==> src/rtl/mul_unit.sv <==
// mul_unit: iterative 32x32 radix-2 shift-add multiplier for MUL, UMULL and SMULL.
// A request is accepted only in IDLE. The 32 CALC iterations run on operand
// magnitudes, and SIGN then applies the sign for SMULL. DONE presents the
// registered results with a one-cycle done pulse, 34 cycles after start.
module mul_unit #(
    parameter int WIDTH = 32
) (
    input  logic             i_clk,
    input  logic             i_reset,
    input  logic             i_start,
    input  logic [1:0]       i_op,
    input  logic [WIDTH-1:0] i_a,
    input  logic [WIDTH-1:0] i_b,
    output logic             o_busy,
    output logic             o_done,
    output logic [WIDTH-1:0] o_result_lo,
    output logic [WIDTH-1:0] o_result_hi,
    output logic             o_is_mul
);

    localparam logic [1:0] S_IDLE = 2'd0;
    localparam logic [1:0] S_CALC = 2'd1;
    localparam logic [1:0] S_SIGN = 2'd2;
    localparam logic [1:0] S_DONE = 2'd3;

    localparam logic [1:0] OP_UMULL = 2'b01;
    localparam logic [1:0] OP_SMULL = 2'b10;

    localparam int PW = 2 * WIDTH;

    // Two's-complement magnitude. The most negative value maps onto itself,
    // which reads back correctly as an unsigned magnitude.
    function automatic logic [WIDTH-1:0] f_mag(input logic signed [WIDTH-1:0] v,
                                               input logic                    take);
        logic [WIDTH-1:0] r;
        r = v;
        if (take && v < 0) begin
            r = -v;
        end
        return r;
    endfunction

    // 64-bit negation that wraps modulo 2^64.
    function automatic logic signed [PW-1:0] f_neg(input logic signed [PW-1:0] v);
        return -v;
    endfunction

    logic [1:0]           r_state;
    logic [5:0]           r_cnt;
    logic [1:0]           r_op;
    logic                 r_neg;
    logic signed [PW-1:0] r_acc;
    logic [PW-1:0]        r_mcand;
    logic [WIDTH-1:0]     r_mplier;
    logic                 r_done;
    logic                 r_is_mul;
    logic [WIDTH-1:0]     r_res_lo;
    logic [WIDTH-1:0]     r_res_hi;

    logic                 w_smull_in;
    logic                 w_long_op;
    logic signed [PW-1:0] w_acc_sum;
    logic signed [PW-1:0] w_acc_final;

    assign w_smull_in  = (i_op == OP_SMULL);
    assign w_long_op   = (r_op == OP_UMULL) || (r_op == OP_SMULL);
    assign w_acc_sum   = r_acc + (r_mplier[0] ? $signed(r_mcand) : $signed({PW{1'b0}}));
    assign w_acc_final = r_neg ? f_neg(r_acc) : r_acc;

    // Sequencer, accumulator and result registers. Reset discards any operation in flight.
    always_ff @(posedge i_clk) begin
        if (!i_reset) begin
            r_state  <= S_IDLE;
            r_cnt    <= '0;
            r_op     <= '0;
            r_neg    <= 1'b0;
            r_acc    <= '0;
            r_done   <= 1'b0;
            r_is_mul <= 1'b0;
            r_res_lo <= '0;
            r_res_hi <= '0;
        end else begin
            case (r_state)
                S_IDLE: begin
                    if (i_start) begin
                        r_op    <= i_op;
                        r_neg   <= w_smull_in & (i_a[WIDTH-1] ^ i_b[WIDTH-1]);
                        r_acc   <= '0;
                        r_cnt   <= '0;
                        r_state <= S_CALC;
                    end
                end
                S_CALC: begin
                    r_acc <= w_acc_sum;
                    r_cnt <= r_cnt + 6'd1;
                    if (r_cnt == 6'd31) begin
                        r_state <= S_SIGN;
                    end
                end
                S_SIGN: begin
                    // Results are loaded on the way into DONE so they are valid with done.
                    r_acc    <= w_acc_final;
                    r_res_lo <= w_acc_final[WIDTH-1:0];
                    r_res_hi <= w_long_op ? w_acc_final[PW-1:WIDTH] : '0;
                    r_done   <= 1'b1;
                    r_is_mul <= w_long_op;
                    r_state  <= S_DONE;
                end
                default: begin
                    r_done   <= 1'b0;
                    r_is_mul <= 1'b0;
                    r_state  <= S_IDLE;
                end
            endcase
        end
    end

    // Shift registers for the operand magnitudes; loaded on accept, shifted each CALC cycle.
    always_ff @(posedge i_clk) begin
        if (r_state == S_IDLE && i_start) begin
            r_mcand  <= {{WIDTH{1'b0}}, f_mag(i_a, w_smull_in)};
            r_mplier <= f_mag(i_b, w_smull_in);
        end else if (r_state == S_CALC) begin
            r_mcand  <= r_mcand << 1;
            r_mplier <= r_mplier >> 1;
        end
    end

    assign o_busy      = (r_state != S_IDLE);
    assign o_done      = r_done;
    assign o_is_mul    = r_is_mul;
    assign o_result_lo = r_res_lo;
    assign o_result_hi = r_res_hi;

endmodule
==> config.mk <==
export PLATFORM = sky130hd
export DESIGN_NAME = mul_unit
export DESIGN_NICKNAME = d
export VERILOG_FILES = /design/src/rtl/mul_unit.sv
export SDC_FILE = /design/constraint.sdc
export NUM_CORES = 1
export LEC_CHECK = 0
export ABC_AREA = 1
export CAP_MARGIN = 5
export CORE_MARGIN = 2
export CORE_UTILIZATION = 60
export CTS_CLUSTER_DIAMETER = 200
export DETAILED_ROUTE_END_ITERATION = 12
export HOLD_SLACK_MARGIN = 0.05
export PLACE_DENSITY = 0.81
export SYNTH_ARGS = -nofsm -noshare
export SYNTH_HDL_FRONTEND = slang
export SYNTH_SLANG_ARGS = --single-unit
==> constraint.sdc <==
create_clock -name i_clk -period 7.18 [get_ports i_clk]
set_input_delay 0.718 -clock i_clk [delete_from_list [all_inputs] [get_ports i_clk]]
set_output_delay 0.718 -clock i_clk [all_outputs]
set_load 0.005 [all_outputs]
# Yosys cells after proc, flatten, opt, wreduce, memory -nomap -nowiden
# Index checks and enable logic that the tools add are counted.
[word_totals]
out_inout_bits = 67
word_cells = 61
ff_bits = 237
[op_classes]
n_bitwise = 2
n_lt_le_gt_ge = 2
n_mux = 18
n_reduce_logical = 14
addsub = 5
n_eq_ne = 8
[ops]
columns = ["op", "n"]
rows = [
  ["two-way mux 32 bit", 7],
  ["two-way mux 64 bit", 3],
  ["case mux 64 bit (3 select lines)", 1],
  ["adder 64 bit", 1],
  ["less-than comparator 32 x 1 -> 1 bit, second input constant", 2],
  ["negator 32 bit", 2],
  ["negator 64 bit", 1],
  ["case mux 6 bit (2 select lines)", 1],
  ["AND reduction 2 bit", 4],
  ["adder 6 x 1 -> 6 bit, second input constant", 1],
  ["equality test 2 bit, second input constant", 3],
  ["equality test 6 x 5 -> 1 bit, second input constant", 1],
  ["two-way mux 6 bit", 1],
  ["case mux 2 bit (3 select lines)", 1],
  ["nonzero test 2 bit", 3],
  ["equality test 2 x 1 -> 1 bit, second input constant", 2],
  ["two-way mux 2 bit", 2],
  ["!= test 2 bit, second input constant", 2],
  ["case mux 1 bit (2 select lines)", 2],
  ["logical AND 1 bit", 3],
  ["nonzero test 3 bit", 1],
  ["zero test 2 bit", 1],
  ["OR reduction 2 bit", 1],
  ["bitwise AND 1 bit", 1],
  ["other kinds (2)", 2],
]

# Longest topological paths before layout
# Gate-level depths: netlist (run 1).
[logic_depth]
word_depth = 4
mapped_depth = 23
ltp_nobuf = 21

# Least setup slack after synthesis (run 1)
# No wires, ideal clock.
[synth_timing]
path_type = "register -> register"
from = "register r_state[1]"
to = "register r_mcand[0] (enable)"
required_time_ns = 6.492
period_less_slack_ns = 3.278
path_slack_ns = 3.902
setup_ns = 0.688
n_path_buf = 3
stages_incl_launch_ff = 8
arrival_time_ns = 2.590
path_cell_list = "dfxtp_1 -> inv_1 -> ha_1 -> clkbuf_1 -> inv_1 -> clkbuf_1 -> clkbuf_1 -> nand2_1"
[synth_between]
elab_chain_cells = 3
word_cells_on_any_way = 4
[synth_lines]
columns = ["element", "line_no", "text"]
rows = [
  ["start, declared", "48", "logic [1:0] r_state;"],
  ["start signal, assigned", "73", "r_state <= S_IDLE;"],
  ["start signal, assigned", "90", "r_state <= S_CALC;"],
  ["start signal, assigned", "97", "r_state <= S_SIGN;"],
  ["zero test 2 bit", "120", "if (r_state == S_IDLE && i_start) begin"],
  ["logical AND 1 bit", "120", ""],
  ["nonzero test 2 bit (no line) (*)", "-", ""],
  ["end signal, assigned", "121", "r_mcand <= {{WIDTH{1'b0}}, f_mag(i_a, w_smull_in)};"],
  ["end signal, assigned", "124", "r_mcand <= r_mcand << 1;"],
  ["end, declared", "53", "logic [PW-1:0] r_mcand;"],
]
# Mark *: on every way between the ends. The rest lies on a longest branch, timed or not.
# A chain may end at the register's enable or synchronous reset.

# Final worst setup path (run 1)
[layout_timing]
from = "register r_mplier[0]"
to = "register r_acc[28]"
[layout_between]
elab_chain_cells = 3
[layout_lines]
columns = ["element", "line_no", "text"]
rows = [
  ["start, declared", "54", "logic [WIDTH-1:0] r_mplier;"],
  ["start signal, assigned", "122", "r_mplier <= f_mag(i_b, w_smull_in);"],
  ["start signal, assigned", "125", "r_mplier <= r_mplier >> 1;"],
  ["two-way mux 64 bit", "67", "assign w_acc_sum = r_acc + (r_mplier[0] ? $signed(r_mcand) : $signed({PW{1'b0}}));"],
  ["adder 64 bit", "67", ""],
  ["case mux 64 bit (3 select lines)", "83", "case (r_state)"],
  ["end signal, assigned", "94", "r_acc <= w_acc_sum;"],
  ["end signal, assigned", "102", "r_acc <= w_acc_final;"],
  ["end, declared", "52", "logic signed [PW-1:0] r_acc;"],
]
# No other way between the ends.

==> flow_summary.rst, run 1 <==
.. list-table::
   :header-rows: 1

   * - Metric
     - Value
   * - Result of the run
     - completed
   * - Post-detailed-route wirelength per cell
     - 18.4 µm
   * - Largest family of logic cells by synthesized area
     - simple AND/OR/NAND/NOR gates
   * - Layout cell share with drive strength beyond 1
     - about 3.5%
   * - Routed wire length
     - 72100 µm
   * - Max Freq
     - 273 MHz
   * - Pin count of the biggest net entering global routing
     - 76
   * - Maxcap violations
     - 0
   * - Mux cell area share after synthesis
     - 0%
   * - Number of remaining DRC errors
     - 0
   * - Core Region
     - 32300 µm²
   * - Slowest stage cell on the critical path
     - buf_4
   * - Post-synth EDFFs
     - 64
   * - Synthesized-area fraction occupied by xor and xnor cells
     - 3.13%
   * - Violation count after the first detailed-routing iteration
     - between 2000 and 3000
   * - CTS tree
     - done
   * - Remaining antenna violation count
     - 0
   * - Worst Setup End Kind
     - register
   * - Post-CTS resize count
     - 0
   * - Weighted congestion reported at the end of routability-driven placement
     - 1.06
   * - RSZ-0062 raised after global routing
     - no
   * - Number of buffers added by the clock tree synthesis step
     - 28
   * - Worst Setup Slack, final
     - 3.51 ns
   * - Switching power share of the total
     - 47.8%
   * - Final-report hold violation count
     - 0
   * - Worst-path cell chain
     - buf_4 > nand2_1 > inv_1 > ha_1 > inv_1 > fa_1 > inv_1 > nand3_1 > nand2_1 > nand3_1 > nand3b_1 > nand2_1 > nand2_1 > a21oi_1 > o21ai_0 > nand2_1 > nand2_1 > a21oi_1
   * - Worst R2R Start
     - r_mplier[0]
   * - Synth warnings
     - 0
   * - Mean instance size in the synthesized netlist
     - between 5 and 6 µm²
   * - Most Frequent Cell on Critical Path
     - nand2_1
   * - Share of the synthesized area in compound gates (AO/OA/AOI/OAI)
     - 11.3%
   * - Placed cell areas
     - ~21000 µm²
   * - Final design instance area without fill
     - between 20000 and 25000 µm²
   * - CTS root buf
     - clkbuf_16
   * - Setup violators final
     - 0
   * - Clock network fraction of design power
     - approximately a fifth
   * - Die height
     - 184 µm
   * - VDD IR max
     - ~310 µV
   * - Post-CTS setup-driven buffer insertion count
     - 0
   * - Power density over cell area
     - around 320 nW/µm²
   * - Synthesized flop and latch total
     - 237
   * - Total Die Area
     - roughly 34000 µm²
   * - Placement Rows
     - 66
   * - Area fraction in and, or, nand and nor cells after synthesis
     - 41.1%
   * - Primary flip-flop cell chosen by synthesis mapping
     - dfxtp_1
   * - Final layout net count
     - about 3600
   * - Type of the most critical hold path
     - register to register
   * - Vias in the first global route
     - a little over 20000
   * - Worst skew pair latency
     - 0.57 ns
   * - Via density per instance
     - 5.74
   * - CTS sink count
     - 237
   * - Sequential cell area fraction in the yosys report
     - 27.6%
   * - CP max stage delay
     - around 0.55 ns
   * - Worst slew pin tran
     - 1.18 ns
   * - Depth of the most critical reg-to-reg path
     - 18
   * - Critical path startpoint category
     - register
   * - Initial antenna violation count
     - 2
   * - Clock slew at reported path FFs
     - 0.07 ns
   * - Total overflow reported by the global router
     - 0
   * - Type of the worst setup path
     - register to register
   * - Hold Path Depth
     - 2
   * - Cell-internal power
     - 0.00370 W
   * - Launch point of the worst path
     - r_mplier[0]
   * - I/O pin total
     - 136
   * - Hold-fix buffer count after cts
     - 0
   * - Biggest fanout along the worst timing path
     - 64
   * - Initial Util
     - 60.5%
   * - Worst-case clock buffer depth
     - 3
   * - Relative slew slack
     - 21.4%
   * - Ys async rst share
     - 0%
   * - Adder-cell share of the synthesized area
     - 4.71%
   * - Total track usage
     - a little over two fifths
   * - Critical hold path startpoint
     - o_result_hi[21]
   * - DR pass1 iterations
     - 7
   * - Synthesized Nets
     - 3511
   * - Half-perimeter wire length after detailed placement
     - 55300 µm
   * - Setup total negative slack
     - 0 ns
   * - Worst clock skew
     - 0.0130 ns
   * - Signal arrival time at the worst endpoint
     - 4.09 ns
   * - Global-route wire length before repair
     - 110000 µm
   * - Part of the total power dissipated in sequential elements
     - between 20% and 30%
   * - Required time worst endpoint
     - 7.60 ns
   * - Minimum clock period
     - approximately 3.7 ns
   * - H-Tree Depth
     - 1
   * - Number of distinct library cells after synthesis
     - 51
   * - Period utilization
     - 51.1%
   * - Leakage Power
     - 11.5 nW
   * - Total net switching power
     - 0.00338 W
   * - Cell count after synthesis
     - 3369
   * - Count of input and output buffers
     - approximately 140
   * - Vias after detailed routing
     - around 22000
   * - Die Width
     - 184 µm
   * - Post-placement worst setup slack
     - 3.65 ns
   * - Post-synthesis instance area
     - 19500 µm²
   * - Combinational Power Share
     - around half
   * - Layout overhead on the synthesized area
     - 13.1%
   * - Slew Viols, Final
     - 0
## routing by layer
metal	share of wire, %	up-vias	global-route usage [%]
met5	0.026	-	0
met4	4.9	4	18.9
met3	14	252	11.3
met2	42	1405	64.2
met1	39	10100	54.8
li1	-	10700	-
## metrics by stage
step	std cells	total power (W)	utilization, %	hold WS [ns]
floorplan	3369	0.00438	-	0.457
global placement	3862	0.00534	65.5	0.452
detailed placement	3862	0.00543	65.5	0.455
CTS	3914	0.00692	68.4	0.464
global route	3914	0.00745	68.4	0.482
finish	3915	0.00708	68.5	0.464
## worst max-delay path, delay by kind of cell, from the launching register on
kind | cells | cell delay, ns
and+or+nand+nor | 9 | 1.34
AOI/OAI and AO/OA | 3 | 0.44
buffers and inverters | 4 | 0.76
DFF | 1 | 0.32
adders and majority gates | 2 | 0.57
## kinds of logic (layout without fill, tap and decap cells)
kind of cell	Yosys count	after routing
buf+inv	622	725
other cells	0	1
xor+xnor	69	69
simple gates	1953	1953
fa+ha+maj	73	73
flops	237	237
compound gates	415	415
## cells in the final DEF (no fill, tap or decap), types with 5 or more instances in the layout
master,synthesis,routed
a31oi_1,7,7
nand3_1,222,222
nor2_4,4,5
ha_1,72,70
xnor2_1,21,21
inv_1,520,518
dfxtp_1,173,172
buf_4,1,14
o31ai_1,7,7
edfxtp_1,64,64
o21ai_0,155,155
nor4_1,9,9
a21oi_1,210,210
xor2_1,47,47
or2_2,11,11
clkdlybuf4s50_1,0,135
nand2_4,5,6
o21ai_1,5,5
nand4_1,39,39
clkbuf_16,0,29
clkbuf_1,69,6
nor3_1,29,29
nand3b_1,14,14
nand2_1,1244,1241
o21bai_1,5,5
nor2_1,344,343
o211ai_1,10,10
nand2_2,7,9
nor2_2,6,6
## worst paths after layout
check | endpoint | slack (ns)
hold reg to reg | o_result_hi[21] | 0.46
setup / recovery | r_acc[28] | 3.51
setup reg to reg | r_acc[28] | 3.51
hold / removal | o_result_hi[21] | 0.46
## flip-flops by register name, summed over array words and instances, names as in the netlist
signal	count
r_acc	64
r_mcand	64
o_result_hi	32
o_result_lo	32
r_mplier	32
r_cnt	6
r_op	2
r_state	2
o_done	1
o_is_mul	1
r_neg	1
## power groups by stage
stage	clock (W)	sequential, W	combinational (W)
CTS	0.00149	0.00204	0.00340
finish	0.00150	0.00206	0.00353
global placement	0	0.00205	0.00329
detailed placement	0	0.00206	0.00337
floorplan	0	0.00198	0.00240
global route	0.00155	0.00208	0.00382
## cell type report
cell class / count / area (µm²)
Multi-Input combinational cell: 2510 / 11800
Fill cell: 2998 / 10200
Sequential cell: 237 / 5390
Inverter: 524 / 1970
Timing Repair Buffer: 149 / 1460
Clock buffer: 39 / 786
Tap cell: 442 / 553
Clock inverter: 13 / 153
Antenna cell: 1 / 2.50
## synthesized netlist by cell type, types with 3 or more instances
| cell type | n | area (µm²) |
|---|---|---|
| inv_1 | 520 | 1950 |
| o21bai_1 | 5 | 37.5 |
| o21ai_1 | 5 | 25.0 |
| nand2_2 | 7 | 43.8 |
| nor3_1 | 29 | 145 |
| edfxtp_1 | 64 | 1920 |
| nand2_4 | 5 | 56.3 |
| nor2_1 | 344 | 1290 |
| nand3_2 | 4 | 40.0 |
| a21oi_2 | 3 | 26.3 |
| clkbuf_1 | 69 | 259 |
| o21ai_2 | 4 | 35.0 |
| buf_2 | 9 | 45.0 |
| nand3_1 | 222 | 1110 |
| o21ai_0 | 155 | 776 |
| buf_1 | 15 | 56.3 |
| nor2_4 | 4 | 45.0 |
| nor3b_1 | 4 | 30.0 |
| dfxtp_1 | 173 | 3460 |
| nor3_2 | 4 | 40.0 |
| nor4_1 | 9 | 56.3 |
| xor2_1 | 47 | 412 |
| o211ai_1 | 10 | 75.1 |
| a31oi_1 | 7 | 43.8 |
| nor2_2 | 6 | 37.5 |
| inv_2 | 3 | 11.3 |
| nand3b_1 | 14 | 105 |
| a21oi_1 | 210 | 1050 |
| or2_2 | 11 | 68.8 |
| buf_6 | 4 | 45.0 |
| o31ai_1 | 7 | 52.6 |
| ha_1 | 72 | 901 |
| nand2_1 | 1244 | 4670 |
| xnor2_1 | 21 | 184 |
| nand4_1 | 39 | 244 |
(Power assumes the default switching activity.)
==> run 2, diff against run 1 <==
Clock period 7.18 ns to 3.8 ns, I/O delays scaled along.
==> flow_summary.rst, run 2 (synthesized netlist as in run 1, its figures left out) <==
.. list-table::
   :header-rows: 1

   * - Metric
     - Value
   * - Leakage Power
     - 11.6 nW (+0.29%)
   * - Initial Util
     - 60.5% (unchanged)
   * - Remaining antenna violation count
     - 0 (unchanged)
   * - Fin Hold WS
     - 0.413 ns (-0.0508 ns)
   * - Biggest fanout along the worst timing path
     - 58 (-9.4%)
   * - Total overflow reported by the global router
     - 0 (unchanged)
   * - Clock slew at reported path FFs
     - 0.06 ns (about the same)
   * - Layout cell share with drive strength beyond 1
     - 3.60% (+0.11 points)
   * - Final design instance area without fill
     - 22200 µm² (+0.27%)
   * - Total Die Area
     - 34000 µm² (unchanged)
   * - Count of input and output buffers
     - 135 (unchanged)
   * - Most frequent standard cell in the layout excluding fill and tap cells
     - nand2_1
   * - Pin count of the biggest net entering global routing
     - 76 (unchanged)
   * - Layout overhead on the synthesized area
     - 13.4%
   * - Max Freq
     - 306 MHz (+12%)
   * - Die Width
     - 184 µm (unchanged)
   * - Minimum clock period
     - 3.27 ns (-0.399 ns)
   * - Placed cell areas
     - 21200 µm² (+0.32%)
   * - H-Tree Depth
     - 1 (unchanged)
   * - Registers with the most flip-flops
     - r_acc x64, r_mcand x64
   * - Maxcap violations
     - 0 (unchanged)
   * - Sequential Area
     - 5390 µm² (unchanged)
   * - Worst skew pair latency
     - 0.57 ns (about the same)
   * - Slew Viols, Final
     - 0 (unchanged)
   * - Overall power
     - 0.0136 W (+93%)
   * - Required time worst endpoint
     - 4.29 ns (-3.31 ns)
   * - Worst-case clock buffer depth
     - 3 (unchanged)
   * - Half-perimeter wire length after detailed placement
     - 56200 µm (+1.6%)
   * - Final layout net count
     - 3596 (+0.11%)
   * - I/O pin total
     - 136 (unchanged)
   * - Finished Layout Cells
     - 3918 (+0.077%)
   * - Commonest non-fill, non-tap cells in the layout
     - 1241 x nand2_1, 518 x inv_1, 343 x nor2_1, 222 x nand3_1, 210 x a21oi_1
   * - Ant. Diodes
     - 0 (-1)
   * - Violation count after the first detailed-routing iteration
     - 2400 (-11%)
   * - Period utilization
     - 86.0% (+35 points)
   * - Post-CTS setup-driven buffer insertion count
     - 0 (unchanged)
   * - Total track usage
     - 42.0% (+0.22 points)
   * - Signal arrival time at the worst endpoint
     - 3.76 ns (-0.33 ns)
   * - Post-detailed-route wirelength per cell
     - 18.5 µm (+0.48%)
   * - Vias in the first global route
     - 20400 (-1.4%)
   * - Number of buffers added by the clock tree synthesis step
     - 28 (unchanged)
   * - Worst Setup End Kind
     - register
   * - Multi-input combinational cell area
     - 11800 µm² (unchanged)
   * - Critical path startpoint category
     - register
   * - Final-report hold violation count
     - 0 (unchanged)
   * - Worst clock skew
     - 0.0198 ns (+0.00677 ns)
   * - Setup total negative slack
     - 0 ns (unchanged)
   * - Initial antenna violation count
     - 2 (unchanged)
   * - DR pass1 iterations
     - 7 (unchanged)
   * - Core Region
     - 32300 µm² (unchanged)
   * - CTS root buf
     - clkbuf_16
   * - Relative slew slack
     - 23.1% (+1.7 points)
   * - Hold-fix buffer count after cts
     - 0 (unchanged)
   * - Type of the worst setup path
     - register to register
   * - Type of the most critical hold path
     - input pin to register
   * - Worst slew pin tran
     - 1.15 ns (-0.0261 ns)
   * - Global-route wire length before repair
     - 110000 µm (about the same)
   * - Result of the run
     - completed
   * - Placement Rows
     - 66 (unchanged)
   * - Post-CTS resize count
     - 0 (unchanged)
   * - Vias after detailed routing
     - 22400 (-0.31%)
   * - Die height
     - 184 µm (unchanged)
   * - Setup violators final
     - 0 (unchanged)
   * - Routed wire length
     - 72500 µm (+0.56%)
   * - # placed instances
     - 3866 (+0.10%)
   * - Weighted congestion reported at the end of routability-driven placement
     - 1.07 (+1.5%)
   * - CTS sink count
     - 237 (unchanged)
   * - Power density over cell area
     - 615 nW/µm² (+92%)
   * - Fill count
     - 2917 (-2.7%)
   * - Number of remaining DRC errors
     - 0 (unchanged)
   * - RSZ-0062 raised after global routing
     - no
   * - CTS tree
     - done
   * - VDD IR max
     - 570 µV (+82%)
   * - Via density per instance
     - 5.72 (-0.39%)
run 2: power breakdown:
part	switching (W)	internal, W
combinational	0.00479	0.00196
sequential	0.000645	0.00345
clock	0.00120	0.00161
run 2: final timing paths:
path                        start         endpoint  slack [ns]  cells past startpoint
setup reg to reg      r_mplier[0]        r_acc[47]        0.53                     18
hold reg to reg   o_result_hi[21]  o_result_hi[21]        0.46                      2
hold / removal            i_op[1]          r_op[1]        0.41                      3
setup / recovery      r_mplier[0]        r_acc[47]        0.53                     18
run 2: per-stage QoR:
stage | util, % | setup slack, ns
final | 68.6 | 0.532
after global routing | 68.6 | 0.303
after CTS | 68.6 | 0.709
after detailed placement | 65.8 | 0.755
after global placement | 65.8 | 0.774
after floorplan | - | 0.522
run 2: worst max-delay path: stages, from the launching register on:
cell      delay (ns)
edfxtp_1        0.55
buf_12          0.28
nand2_1         0.11
inv_1           0.07
ha_1            0.39
nand2_1         0.13
nor2_1          0.27
nand2_1         0.12
inv_1           0.07
nand2_1         0.05
nand2_1         0.13
nand2_1         0.07
nand2_1         0.36
nand2_1         0.15
nand3_1         0.10
nand3_1         0.08
nand2_1         0.10
nand2_1         0.06
a21oi_1         0.12
run 2: area by class of cell:
class | instances | share of cell area, %
timing repair buffer | 153 | 6.88
clock inverter | 12 | 0.610
tap | 442 | 2.50
clock buffer | 40 | 3.60
multi-input combinational | 2510 | 53.2
sequential | 237 | 24.3
inverter | 524 | 8.89
run 2: per-layer routing:
| metal | part of all wire, % | wire length [µm] | vias to the layer above | GRT usage, % |
|---|---|---|---|---|
| li1 | - | - | 10700 | - |
| met1 | 39 | 28500 | 10200 | 55.7 |
| met2 | 42 | 30100 | 1310 | 63.1 |
| met3 | 14 | 10200 | 201 | 12.2 |
| met4 | 5.0 | 3640 | 0 | 19.0 |
| met5 | 0 | 0 | - | 0 |
